[config.mk]
export PLATFORM = sky130hd
export DESIGN_NAME = wrr_arb
export DESIGN_NICKNAME = d
export VERILOG_FILES = /design/src/rtl/wrr_arb.sv
export SDC_FILE = /design/constraint.sdc
export NUM_CORES = 1
export LEC_CHECK = 0
export ABC_AREA = 1
export CAP_MARGIN = 25
export CORE_ASPECT_RATIO = 1.4
export CORE_MARGIN = 5
export CORE_UTILIZATION = 30
export CTS_CLUSTER_SIZE = 30
export DETAILED_ROUTE_END_ITERATION = 6
export PLACE_DENSITY = 0.58
export SKIP_CTS_REPAIR_TIMING = 1
export SYNTH_ARGS = -nofsm -noshare
export SYNTH_HDL_FRONTEND = slang
export SYNTH_SLANG_ARGS = --single-unit
[constraint.sdc]
create_clock -name clk -period 2.5 [get_ports clk]
set_input_delay 0.25 -clock clk [delete_from_list [all_inputs] [get_ports clk]]
set_output_delay 0.25 -clock clk [all_outputs]
set_load 0.01 [all_outputs]
[src/rtl/wrr_arb.sv]
// Weighted round-robin arbiter: one-hot registered grant, locked for whole packets,
// holder keeps the grant for up to wt[i] packets before priority rotates.
module wrr_arb #(
    parameter int N  = 4,
    parameter int WW = 4,
    localparam int IW = $clog2(N)
) (
    input  logic          clk,
    input  logic          rst_n,
    input  logic [N-1:0]  req,
    input  logic          ack,
    input  logic          last,
    input  logic          wt_wr,
    input  logic [IW-1:0] wt_idx,
    input  logic [WW-1:0] wt_data,
    output logic [N-1:0]  gnt,
    output logic [IW-1:0] gnt_id,
    output logic          busy
);

    typedef enum logic {IDLE, GRANT} state_t;

    localparam logic [IW:0] N_L = (IW+1)'(N);

    state_t        state_reg, state_next;
    logic [N-1:0]  gnt_reg, gnt_next;
    logic [IW-1:0] gnt_id_reg, gnt_id_next;
    logic [IW-1:0] ptr_reg, ptr_next;
    logic [WW-1:0] cred_reg, cred_next;
    logic          busy_reg;
    logic [WW-1:0] wt_reg [N];

    logic [IW-1:0] gnt_id_inc;
    logic [IW-1:0] base;
    logic [IW:0]   sum_w;
    logic [IW-1:0] win_id;
    logic          win_vld;

    // Weight entries; a write index matching no entry is simply dropped.
    genvar gi;
    generate
        for (gi = 0; gi < N; gi++) begin : g_wt
            always_ff @(posedge clk or negedge rst_n) begin
                if (!rst_n) begin
                    wt_reg[gi] <= WW'(1);
                end else if (wt_wr && (wt_idx == IW'(gi))) begin
                    wt_reg[gi] <= (wt_data == '0) ? WW'(1) : wt_data;
                end
            end
        end
    endgenerate

    assign gnt_id_inc = (gnt_id_reg == IW'(N-1)) ? '0 : gnt_id_reg + IW'(1);

    // In GRANT the arbiter is only consulted at allocation end, where the
    // pointer has just moved past the holder.
    assign base = (state_reg == GRANT) ? gnt_id_inc : ptr_reg;

    // Scan downward in offset so the lowest offset from base wins.
    always_comb begin
        win_vld = 1'b0;
        win_id  = '0;
        sum_w   = '0;
        for (int k = N-1; k >= 0; k--) begin
            sum_w = {1'b0, base} + (IW+1)'(k);
            if (sum_w >= N_L) begin
                sum_w = sum_w - N_L;
            end
            if (req[sum_w[IW-1:0]]) begin
                win_vld = 1'b1;
                win_id  = sum_w[IW-1:0];
            end
        end
    end

    always_comb begin
        state_next  = state_reg;
        gnt_next    = gnt_reg;
        gnt_id_next = gnt_id_reg;
        ptr_next    = ptr_reg;
        cred_next   = cred_reg;
        case (state_reg)
            IDLE: begin
                if (win_vld) begin
                    state_next  = GRANT;
                    gnt_next    = {{(N-1){1'b0}}, 1'b1} << win_id;
                    gnt_id_next = win_id;
                    cred_next   = wt_reg[win_id];
                end
            end
            GRANT: begin
                if (ack && last) begin
                    if ((cred_reg > WW'(1)) && req[gnt_id_reg]) begin
                        cred_next = cred_reg - WW'(1);
                    end else begin
                        ptr_next = gnt_id_inc;
                        if (win_vld) begin
                            gnt_next    = {{(N-1){1'b0}}, 1'b1} << win_id;
                            gnt_id_next = win_id;
                            cred_next   = wt_reg[win_id];
                        end else begin
                            state_next  = IDLE;
                            gnt_next    = '0;
                            gnt_id_next = '0;
                        end
                    end
                end
            end
            default: begin
                state_next  = IDLE;
                gnt_next    = '0;
                gnt_id_next = '0;
            end
        endcase
    end

    always_ff @(posedge clk or negedge rst_n) begin
        if (!rst_n) begin
            state_reg  <= IDLE;
            gnt_reg    <= '0;
            gnt_id_reg <= '0;
            ptr_reg    <= '0;
            cred_reg   <= '0;
            busy_reg   <= 1'b0;
        end else begin
            state_reg  <= state_next;
            gnt_reg    <= gnt_next;
            gnt_id_reg <= gnt_id_next;
            ptr_reg    <= ptr_next;
            cred_reg   <= cred_next;
            busy_reg   <= |gnt_next;
        end
    end

    assign gnt    = gnt_reg;
    assign gnt_id = gnt_id_reg;
    assign busy   = busy_reg;

endmodule

Yosys cells after proc, flatten, opt, wreduce, memory -nomap -nowiden

Cells that the tools add are included.

Register bits: 30
Input port bits: 15
Output and inout bits: 7
Logic and storage cells: 98

$add $sub $neg: 9
Order comparisons: 11
Equal/unequal tests: 7
Shift-type cells: 1
Muxes and demuxes: 46
Bitwise gates (word level): 3
Reductions and logical operators: 11

Operators by type and width:

| cell                  | count |
|---|---|
| $mux W4               | 10 |
| $mux W2               | 14 |
| $pmux W4 S2           | 2 |
| $lt A2 B3 Y1 const B  | 5 |
| $ge A3 B3 Y1 const B  | 4 |
| $mux W1               | 12 |
| $bmux W1 S2           | 5 |
| $bmux W4 S2           | 1 |
| $sub A2 B1 Y2 const B | 4 |
| $add A2 B2 Y3 const B | 2 |
| $eq A2 B2 Y1 const B  | 3 |
| $logic_and A1 B1 Y1   | 6 |
| $reduce_and A3 Y1     | 2 |
| $gt A4 B1 Y1 const B  | 1 |
| $logic_not A4 Y1      | 1 |
| $ne A2 B2 Y1 const B  | 2 |
| $pmux W2 S2           | 1 |
| $reduce_or A4 Y1      | 1 |
| $shl A1 B2 Y4 const A | 1 |
| $sub A4 B1 Y4 const B | 1 |
| $add A2 B1 Y3 const B | 1 |
| $ge A2 B3 Y1 const B  | 1 |
| $not A2 Y3            | 1 |
| $add A2 B1 Y2 const B | 1 |
| other kinds (5)       | 6 |

Depth between registers and ports, before layout

Gate-level depths: netlist (run 1).

Depth in word-level cells: 20
Mapped depth: 19
Mapped depth without buffers: 18

Worst setup path after synthesis (run 1)

OpenSTA, ideal clock, no wires.

Path kind: register to register
Start point: register gnt_id_reg[0] (netlist: gnt_id[0])
End point: register cred_reg[1]
Setup time: 0.117 ns
Arrival time: 1.971 ns
Data required time: 2.383 ns
Slack: 0.412 ns
Stages on the path, launching flop included: 19
Path buffers: 1
Period minus slack after synthesis: 2.088 ns
Cell sequence: dfrtp_1 ha_1 inv_1 nand2_1 nand2_2 nand2_1 nand2_1 nand2_2 nand3_1 nand3_2 nand2_2 buf_6 nand2_1 nand3_1 nand2_1 nand2_1 nand2_1 nand2_1 nand2_1

Word-level cells in the longest chain between the ends: 20
Elaborated cells between the ends (all ways): 46
Those cells by class: 8 x add/sub; 4 x order compare; 1 x eq/ne; 31 x mux; 1 x bitwise; 1 x reduce/logical

RTL lines:

| what                                                 | line    | RTL |
|---|---|---|
| start, declared                                      | 27      | `logic [IW-1:0] gnt_id_reg, gnt_id_next;` |
| start signal, assigned                               | 128     | `gnt_id_reg <= gnt_id_next;` |
| $add A2 B1 Y2 / $eq A2 B2 Y1 (equally long branches) | 53      | `assign gnt_id_inc = (gnt_id_reg == IW'(N-1)) ? '0 : gnt_id_reg + IW'(1);` |
| $mux W2 *                                            | 53      |  |
| via gnt_id_inc[1]                                    | 33      | `logic [IW-1:0] gnt_id_inc;` |
| $mux W2 *                                            | 57      | `assign base = (state_reg == GRANT) ? gnt_id_inc : ptr_reg;` |
| $add A2 B2 Y3                                        | 65      | `sum_w = {1'b0, base} + (IW+1)'(k);` |
| $ge A3 B3 Y1 / $sub A2 B1 Y2 (equally long branches) | 66, 67  |  |
| $mux W2                                              | 66      | `if (sum_w >= N_L) begin` |
| $bmux W1 S2                                          | 69      | `if (req[sum_w[IW-1:0]]) begin` |
| $mux W1 (implied by the code)                        | 69      |  |
| $mux W2 (4 in series)                                | 69      |  |
| $not A2 Y3 (implied by the code)                     | 88, 100 |  |
| $bmux W4 S2                                          | 88, 100 |  |
| $mux W4 (implied by the code) (2 in series)          | 88, 100 |  |
| $mux W4 *                                            | 84, 97  |  |
| $mux W4                                              | 93      | `if ((cred_reg > WW'(1)) && req[gnt_id_reg]) begin` |
| $mux W4                                              | 92      | `if (ack && last) begin` |
| $pmux W4 S2 *                                        | 82      | `case (state_reg)` |
| end signal, assigned                                 | 130     | `cred_reg <= cred_next;` |
| end, declared                                        | 29      | `logic [WW-1:0] cred_reg, cred_next;` |

Mark *: on every way through the listed nets, which the timed path passes. The rest lies on a longest branch. The select of a mux whose other input is x is not followed.
A chain may end at the register's enable or synchronous reset.

Worst setup path after layout (run 1)

Start point: register gnt_id_reg[0] (netlist: gnt_id[0])
End point: register busy_reg (netlist: busy)

Word-level cells in the longest chain between the ends: 18
Elaborated cells between the ends (all ways): 45
Those cells by class: 8 x add/sub; 4 x order compare; 1 x eq/ne; 1 x shift; 29 x mux; 2 x reduce/logical

RTL lines:

| what                                                 | line   | RTL |
|---|---|---|
| $add A2 B1 Y2 / $eq A2 B2 Y1 (equally long branches) | 53     |  |
| $mux W2 *                                            | 53     |  |
| via gnt_id_inc[1]                                    | 33     |  |
| $mux W2 *                                            | 57     |  |
| $add A2 B2 Y3                                        | 65     |  |
| $ge A3 B3 Y1 / $sub A2 B1 Y2 (equally long branches) | 66, 67 |  |
| $mux W2                                              | 66     |  |
| $bmux W1 S2                                          | 69     |  |
| $mux W1 (implied by the code)                        | 69     |  |
| $mux W2 (4 in series)                                | 69     |  |
| $shl A1 B2 Y4                                        | 86, 98 |  |
| $mux W4                                              | 97     | `if (win_vld) begin` |
| $mux W4                                              | 93     |  |
| $mux W4                                              | 92     |  |
| $pmux W4 S2 *                                        | 82     |  |
| via gnt_next[1]                                      | 26     | `logic [N-1:0] gnt_reg, gnt_next;` |
| $reduce_or A4 Y1 *                                   | 131    | `busy_reg <= \|gnt_next;` |
| end signal, assigned                                 | 131    |  |
| end, declared                                        | 30     | `logic busy_reg;` |

Marked as above.

==> run_results.csv, run 1 <==
group,metric,value,unit
outcome,status,"completed",
layout,multi_input_area,986,µm²
setup_path,slowest_stage,"dfrtp_1",
layout,syn_to_final_growth,22.3,%
synthesis,synthesis.nets,280,
pwr,power,2.93,mW
synthesis,syn_area,1930,µm²
place,gp_congestion,0.902,
grt,antenna_found_initial,0,
detailed_routing,wl,4340,µm
clocking,cts_tree,"built",
setup_path,crit_top_cell,"nand2_1",
detailed_routing,firstDrtPassIters,4,
sta,finalSetupViolCount,0,
sta,min_period_over_period,89.8,%
grt,busiest_layer,"met2",
setup_path,critPathKind,"flip-flop to flip-flop",
sta,worst_slew_pin_slew,0.514,ns
sta,fmax,445,MHz
sta,hold_viol,0,
min_path,hold_class,"input pin to async pin",
setup_path,rr_endpoint,"busy",
sta,finClkSkew,0.00234,ns
layout,layout-drive-gt1-share,14.3,%
clocking,clkTransAtPathRegs,0.06,ns
pwr,power_density,1240,nW/µm²
grt,grt_max_degree,31,
clocking,cts_buffer_depth,2,
die,ios,22,
clocking,root_buffer,"clkbuf_8",
setup_path,path_max_fanout,10,
grt,grtUsageMet3,2.84,%
setup_path,cp_top_family,"simple AND/OR/NAND/NOR gates",
die,num_rows,34,
sta,tns,0,ns
place,pre_cts_ws,0.195,ns
setup_path,required,2.67,ns
place,dp_hpwl,3400,µm
detailed_routing,drt_iter0_drc,75,
synthesis,synth_cell_types,27,
clocking,cts-buffers-inserted,5,
sta,min_period,2.25,ns
layout,largest_register_ffs,16,
setup_path,end_kind,"flip-flop",
grt,grt_pass1_vias,1789,
setup_path,reg2regPathDepth,16,
layout,mostFrequentLayoutCell,"nand2_1",
detailed_routing,num_vias,1729,
sta,rsz0062_at_grt,"no",
sta,slew_viol_final,0,
synthesis,syn_area_per_cell,7.36,µm²
setup_path,r2r_slack,0.25,ns
pwr,ir_worst_vdd,0.000361,V
layout,layout.nets,310,
setup_path,crit_buf_inv,3,
clocking,clk_latency,0.28,ns
sta,maxSlewHeadroom,65.7,%
grt,grt_overflow,0,
layout,final_core_util,37.7,%
clocking,h-tree-depth,2,
layout,seqCellArea,756,µm²
setup_path,critPathLaunch,"gnt_id[0]",
detailed_routing,avgViaCountPerCell,4.74,
synthesis,synthCells,262,
grt,gr-usage-met2,19.0,%
sta,finalWorstSetupSlack,0.254,ns
die,die_area,8150,µm²
detailed_routing,drc,0,
grt,grt_use_total,11.6,%
setup_path,crit_chain,"ha_1, inv_1, nand2_1, nand2_2, nand2_1, nand2_1, nand2_2, nand2_1, nand2_2, nand3_4, nand2_4, buf_4, a31oi_1, inv_1, nor2_1, nand2_1",
die,core_region_area,6250,µm²
detailed_routing,wl_per_cell,11.9,µm
detailed_routing,ant_nets,0,
sta,holdWs,0.357,ns
grt,grt_pass1_wl,7740,µm
layout,antenna_cells,0,
pwr,p_leak,1.20,nW
layout,final_cell_mix,"nand2_1, inv_1, nand3_1",
setup_path,r2r_start,"gnt_id[0]",
clocking,cts.sinks,30,
place,port_buffers,21,
die,die_x,77.8,µm
grt,use_met1,13.3,%
synthesis,ys_seq_area_share,39.2,%
die,start_util,30.8,%
job,cap_violations,0,
layout,fillers,650,
setup_path,arrival,2.41,ns
synthesis,synth_seq_cells,30,
synthesis,ys.warnings.count,0,
setup_path,slowest_delay,0.45,ns
setup_path,worstSetupStartpointType,"flip-flop",
die,die_h,105,µm
[per-stage QoR]
stage / instances / area (µm²)
6_report: 365 / 2360
5_1_grt: 365 / 2360
4_1_cts: 364 / 2340
3_5_place_dp: 356 / 2230
3_3_place_gp: 356 / 2230
2_1_floorplan: 262 / 1930
[cells in the mapped netlist]
library cell / n / share of area, %
nand2_1: 79 / 15
inv_1: 42 / 8.2
nand3_1: 32 / 8.3
dfrtp_1: 26 / 34
o21ai_0: 22 / 5.7
nand2_2: 13 / 4.2
a21oi_1: 7 / 1.8
nor2_1: 7 / 1.4
dfstp_2: 4 / 5.5
nand2_4: 4 / 2.3
ha_1: 3 / 1.9
a31oi_1: 2 / 0.65
buf_6: 2 / 1.2
inv_2: 2 / 0.39
nand2_8: 2 / 2.1
nand4_1: 2 / 0.65
o21ai_1: 2 / 0.52
o22ai_1: 2 / 0.65
a31oi_4: 1 / 1.1
inv_8: 1 / 0.58
nand3_2: 1 / 0.52
nand3_4: 1 / 0.91
o211ai_1: 1 / 0.39
o22ai_2: 1 / 0.65
o31ai_1: 1 / 0.39
xnor2_1: 1 / 0.45
xor2_1: 1 / 0.45
[area by class of cell]
| class | instances | area share [%] |
|---|---|---|
| multi-input combinational | 185 | 41.8 |
| inverter | 45 | 7.48 |
| timing repair buffer | 25 | 10.2 |
| clock inverter | 3 | 1.70 |
| sequential | 30 | 32.1 |
| tap | 72 | 3.82 |
| clock buffer | 5 | 2.92 |
[routing by layer]
| metal | wire length [µm] | vias up |
|---|---|---|
| met5 | 0 | - |
| met4 | 176 | 0 |
| met3 | 159 | 17 |
| met2 | 2130 | 38 |
| met1 | 1880 | 781 |
| li1 | - | 893 |
[worst max path at each step]
| stage | end | slack, ns | depth (start not counted) |
|---|---|---|---|
| 6_report | busy | 0.25 | 16 |
| 5_1_grt | cred_reg[1] | 0.02 | 14 |
| 4_1_cts | cred_reg[0] | 0.18 | 17 |
| 3_5_place_dp | cred_reg[0] | 0.20 | 17 |
| 3_3_place_gp | cred_reg[0] | 0.25 | 17 |
| 2_1_floorplan | cred_reg[1] | 0.41 | 18 |
[report_power, final]
part           leakage (nW)  total (mW)  internal (mW)  switching [mW]
Sequential            0.361       0.751          0.636           0.114
Combinational         0.784        1.70          0.661            1.04
Clock                0.0579       0.476          0.293           0.183
[cells by family (layout without fill, tap and decap cells)]
logic type,Yosys count,after routing,synth area share [%]
AO/OA/AOI/OAI,39,39,11.9
XOR/XNOR,2,2,0.909
AND/OR/NAND/NOR,141,141,35.8
flip-flops,30,30,39.2
adder cells (fa/ha/maj),3,3,1.95
buffers and inverters,47,78,10.3
[worst register-to-register path, cell delays in order (launching register included)]
cell and delay (ns):
dfrtp_1 0.45, ha_1 0.33, inv_1 0.07, nand2_1 0.06, nand2_2 0.13, nand2_1 0.06, nand2_1 0.07, nand2_2 0.08
nand2_1 0.09, nand2_2 0.06, nand3_4 0.12, nand2_4 0.10, buf_4 0.16, a31oi_1 0.16, inv_1 0.07, nor2_1 0.09
nand2_1 0.06
No activity file was read; power rests on OpenSTA's default activity.
==> inputs of run 2 (changes only) <==
- CORE_UTILIZATION: 30 -> 55
- GPL_TIMING_DRIVEN: not set -> 0
- PLACE_DENSITY: 0.58 -> 0.88
==> run 2 against run 1 <==
Worst hold slack got worse by 0.025 ns. Clock power fell by 16%. Final area fell by 1.1%. Wire length rose by 0.92%. Global-route usage rose by 8.9 points. Via count rose by 2.2%. Count of clock-buffer cells in the layout rose by 2. Sequential share of layout area rose by 0.41 points. Die area fell by 41%. Critical path depth did not move. Combinational power rose by 4%.
==> run_results.csv, run 2 (synthesized netlist as in run 1, its figures left out) <==
group,metric,value,unit
grt,grt_max_degree,22,
grt,grt_pass1_vias,1752,
clocking,clk_latency,0.28,ns
sta,finalSetupViolCount,0,
setup_path,arrival,2.43,ns
layout,layout-drive-gt1-share,14.6,%
die,die_h,80.1,µm
setup_path,required,2.67,ns
die,die_area,4810,µm²
min_path,hold_class,"input pin to async pin",
clocking,cts-buffers-inserted,5,
outcome,status,"completed",
sta,slew_viol_final,0,
place,gp_congestion,0.952,
layout,layout.nets,311,
grt,antenna_found_initial,0,
die,start_util,57.1,%
setup_path,crit_chain,"ha_1, inv_1, nand2_1, nand2_2, nand2_1, nand2_1, nand2_2, nand2_1, nand2_2, nand3_4, nand2_2, buf_6, a31oi_1, inv_1, nor2_1, nand2_1",
layout,seqCellArea,757,µm²
grt,grt_overflow,0,
sta,fmax,444,MHz
clocking,h-tree-depth,2,
setup_path,end_kind,"flip-flop",
clocking,cts_buffer_depth,2,
detailed_routing,num_vias,1767,
die,die_x,60.0,µm
pwr,power_density,1250,nW/µm²
sta,min_period,2.25,ns
layout,final_cell_mix,"nand2_1, inv_1, nand3_1",
clocking,root_buffer,"clkbuf_8",
pwr,p_leak,1.20,nW
setup_path,cp_top_family,"simple AND/OR/NAND/NOR gates",
detailed_routing,avgViaCountPerCell,5.29,
layout,antenna_cells,0,
die,core_region_area,3380,µm²
setup_path,worstSetupStartpointType,"flip-flop",
sta,tns,0,ns
setup_path,slowest_delay,0.42,ns
clocking,cts.sinks,30,
sta,finClkSkew,0.00258,ns
clocking,clkTransAtPathRegs,0.06,ns
sta,min_period_over_period,90.0,%
grt,grt_pass1_wl,7350,µm
setup_path,critPathKind,"flip-flop to flip-flop",
detailed_routing,drt_iter0_drc,73,
job,cap_violations,0,
detailed_routing,drc,0,
layout,multi_input_area,981,µm²
setup_path,slowest_stage,"dfrtp_2",
layout,design_area,2330,µm²
die,ios,22,
layout,largest_register_ffs,16,
setup_path,path_max_fanout,10,
detailed_routing,wl,4380,µm
grt,grt_use_total,20.5,%
detailed_routing,firstDrtPassIters,4,
detailed_routing,wl_per_cell,13.1,µm
layout,syn_to_final_growth,20.9,%
layout,fillers,279,
place,port_buffers,21,
sta,finalWorstSetupSlack,0.249,ns
place,pre_cts_ws,0.117,ns
die,num_rows,25,
setup_path,crit_buf_inv,3,
sta,rsz0062_at_grt,"no",
clocking,cts_tree,"built",
place,dp_hpwl,3360,µm
place,dpl-instance-area,2220,µm²
setup_path,crit_top_cell,"nand2_1",
sta,hold_viol,0,
sta,maxSlewHeadroom,61.3,%
detailed_routing,ant_nets,0,
sta,worst_slew_pin_slew,0.578,ns
pwr,ir_worst_vdd,0.000782,V
layout,mostFrequentLayoutCell,"nand2_1",
-- run 2: cell count changes in the layout (fill, tap and decap cells not counted), sizes merged --
| cell | delta |
|---|---|
| buf | +1 |
| bufinv | -1 |
| clkbuf | +2 |
| clkinv | -1 |
-- run 2: report_power, final --
group	leakage, nW	switching, mW	internal (mW)
registers	0.360	0.111	0.638
clock network	0.0482	0.179	0.222
logic	0.796	1.08	0.688
total	1.20	1.37	1.55
-- run 2: layer usage --
| layer | global-route usage, % | vias up | share of wire, % |
|---|---|---|---|
| met5 | 0 | - | 0 |
| met3 | 4.66 | 11 | 3.9 |
| met2 | 37.7 | 42 | 55 |
| met4 | 9.76 | 0 | 2.6 |
| met1 | 21.0 | 817 | 38 |
| li1 | - | 897 | - |
-- run 2: cell type report --
| cell class | instances | share of cell area, % |
|---|---|---|
| Timing Repair Buffer | 24 | 10.8 |
| Clock inverter | 1 | 0.215 |
| Tap cell | 40 | 2.15 |
| Buffer | 2 | 0.966 |
| Multi-Input combinational cell | 185 | 42.1 |
| Inverter | 45 | 7.57 |
| Sequential cell | 30 | 32.5 |
| Clock buffer | 7 | 3.70 |
-- run 2: path summary, 6_finish.rpt --
| check | slack (ns) | to | cells after the start | from |
|---|---|---|---|---|
| worst min register to register | 0.49 | wt_reg[14] | 2 | wt_reg[14] |
| worst max register to register | 0.25 | busy | 16 | gnt_id[0] |
| worst max-delay path | 0.25 | busy | 16 | gnt_id[0] |
| worst min-delay path | 0.33 | busy | 1 | rst_n |
| min in group clk | 0.49 | wt_reg[14] | 2 | wt_reg[14] |
| max in group asynchronous | 1.58 | wt_reg[4] | 2 | rst_n |
-- run 2: stage by stage --
stage	instances	hold WS (ns)	power, mW	utilization (%)
final	334	0.332	2.92	69.0
after global routing	334	0.374	3.19	69.0
after CTS	332	0.345	2.87	68.3
after detailed placement	324	0.473	2.46	65.6
after global placement	323	0.465	2.39	64.8
after floorplan	262	-0.0456	2.03	-
==> inputs of run 3 (changes only) <==
- SKIP_CTS_REPAIR_TIMING: 1 -> not set
- SLEW_MARGIN: not set -> 15
==> run 3 against run 2 <==
The run now ends with negative hold slack left. Final cell count is 0.60% lower. Wire length is 4.4% lower. Register-to-register slack got worse by 0.02 ns. Utilization is 1.1 points lower. Critical path type unchanged. Highest routed layer unchanged.
==> run_results.csv, run 3 (synthesized netlist as in run 1, its figures left out) <==
group,metric,value,unit
layout,syn_to_final_growth,19.0,%
grt,grt_pass1_wl,7250,µm
sta,finClkSkew,0.00546,ns
die,ios,22,
sta,finalSetupViolCount,0,
sta,holdWs,-0.00828,ns
setup_path,crit_top_cell,"nand2_1",
die,die_h,80.1,µm
sta,rsz0062_at_grt,"no",
place,dpl.cell_count,323,
pwr,power_density,1260,nW/µm²
die,start_util,57.1,%
clocking,clkTransAtPathRegs,0.06,ns
pwr,ir_worst_vdd,0.000915,V
layout,multi_input_area,981,µm²
layout,design_area,2290,µm²
die,die_area,4810,µm²
sta,tns,0,ns
clocking,cts.hold.buffers_added,0,
grt,grt_overflow,0,
setup_path,cp_top_family,"simple AND/OR/NAND/NOR gates",
layout,seqCellArea,757,µm²
die,num_rows,25,
clocking,h-tree-depth,2,
clocking,root_buffer,"clkbuf_8",
setup_path,critPathKind,"flip-flop to flip-flop",
setup_path,crit_chain,"ha_1, inv_1, nand2_1, nand2_2, nand2_1, nand2_1, nand2_2, nand3_1, nand3_4, nand2_2, buf_6, nand2_1, nand3_1, nand2_1, nand2_1, nand2_1, nand2_1, nand2_1",
detailed_routing,drt_iter0_drc,99,
detailed_routing,num_vias,1746,
clocking,cts-buffers-inserted,5,
detailed_routing,wl,4190,µm
place,dp_hpwl,3250,µm
place,gp_congestion,0.952,
place,dpl-instance-area,2180,µm²
setup_path,slowest_delay,0.41,ns
detailed_routing,wl_per_cell,12.6,µm
grt,grt_use_total,20.1,%
clocking,cts.sinks,30,
sta,maxSlewHeadroom,56.5,%
clocking,cts_buffer_depth,2,
clocking,clk_latency,0.28,ns
layout,antenna_cells,0,
sta,fmax,440,MHz
outcome,violations,"negative hold slack",
layout,final_cell_mix,"nand2_1, inv_1, nand3_1",
layout,final_core_util,67.9,%
setup_path,crit_buf_inv,2,
clocking,cts_tree,"built",
sta,worst_slew_pin_slew,0.652,ns
setup_path,arrival,2.44,ns
place,port_buffers,21,
layout,layout-drive-gt1-share,14.7,%
detailed_routing,firstDrtPassIters,4,
detailed_routing,avgViaCountPerCell,5.26,
grt,grt_max_degree,31,
layout,mostFrequentLayoutCell,"nand2_1",
setup_path,required,2.67,ns
job,cap_violations,0,
layout,largest_register_ffs,16,
die,die_x,60.0,µm
layout,finalNonFillerCells,332,
layout,layout.nets,309,
die,core_region_area,3380,µm²
min_path,hold_class,"input pin to async pin",
outcome,status,"complete, but fails checks",
pwr,p_leak,1.19,nW
layout,fillers,281,
setup_path,slowest_stage,"dfrtp_2",
sta,hold_viol,21,
sta,min_period,2.27,ns
setup_path,end_kind,"flip-flop",
grt,antenna_found_initial,0,
detailed_routing,drc,0,
detailed_routing,ant_nets,0,
setup_path,worstSetupStartpointType,"flip-flop",
grt,grt_pass1_vias,1729,
setup_path,path_max_fanout,10,
sta,slew_viol_final,0,
sta,min_period_over_period,90.8,%
==> run 3: cell count changes in the layout (fill, tap and decap cells not counted), sizes merged <==
| cell | delta |
|---|---|
| buf | -1 |
| clkbuf | -1 |
| clkdlybuf4s50 | -1 |
| clkinvlp | +1 |
==> run 3: final timing paths <==
check	from	to	slack, ns	depth (start not counted)
hold / removal	rst_n	wt_reg[9]	-0.008	1
max in group asynchronous	rst_n	gnt_id[0]	2.05	1
hold reg to reg	wt_reg[15]	wt_reg[15]	0.49	2
min in group clk	wt_reg[15]	wt_reg[15]	0.49	2
setup / recovery	gnt_id[0]	cred_reg[1]	0.23	18
setup reg to reg	gnt_id[0]	cred_reg[1]	0.23	18
==> run 3: report_power, final <==
group / internal (mW) / total (mW) / leakage (nW) / switching, mW
registers: 0.638 / 0.749 / 0.360 / 0.112
clock network: 0.221 / 0.401 / 0.0472 / 0.181
logic: 0.675 / 1.73 / 0.779 / 1.05
==> run 3: stage by stage <==
step                worst slack [ns]  total power, mW
floorplan                      0.412             2.03
global placement               0.164             2.39
detailed placement             0.140             2.44
CTS                            0.106             2.86
global route                 0.00569             3.17
finish                         0.229             2.88
==> run 3: timing repair <==
action	4_1_cts	5_1_grt
gates resized for setup	0	2
buffers inserted	0	1
endpoints found under the setup margin	0	5
endpoints found under the hold margin	0	0
==> run 3: layer usage <==
layer	up-vias	track usage, %	wire length, µm
li1	894	-	-
met1	798	22.1	1620
met2	47	35.1	2300
met3	7	4.18	199
met4	0	10.4	73
met5	-	0	0
==> run 3: area by class of cell <==
cell class | instances | area share (%)
multi-input cells | 185 | 42.7
flip-flops and latches | 30 | 33.0
repair buffers | 22 | 9.27
inverters | 45 | 7.69
clock buffers | 6 | 3.60
well taps | 40 | 2.18
plain buffers | 2 | 0.981
clock inverters | 2 | 0.545
==> run 3: worst reg2reg max path, stage by stage (launching register included) <==
cell	delay [ns]
dfrtp_2	0.41
ha_1	0.31
inv_1	0.07
nand2_1	0.06
nand2_2	0.13
nand2_1	0.06
nand2_1	0.07
nand2_2	0.08
nand3_1	0.14
nand3_4	0.14
nand2_2	0.12
buf_6	0.14
nand2_1	0.05
nand3_1	0.07
nand2_1	0.05
nand2_1	0.05
nand2_1	0.06
nand2_1	0.07
nand2_1	0.06
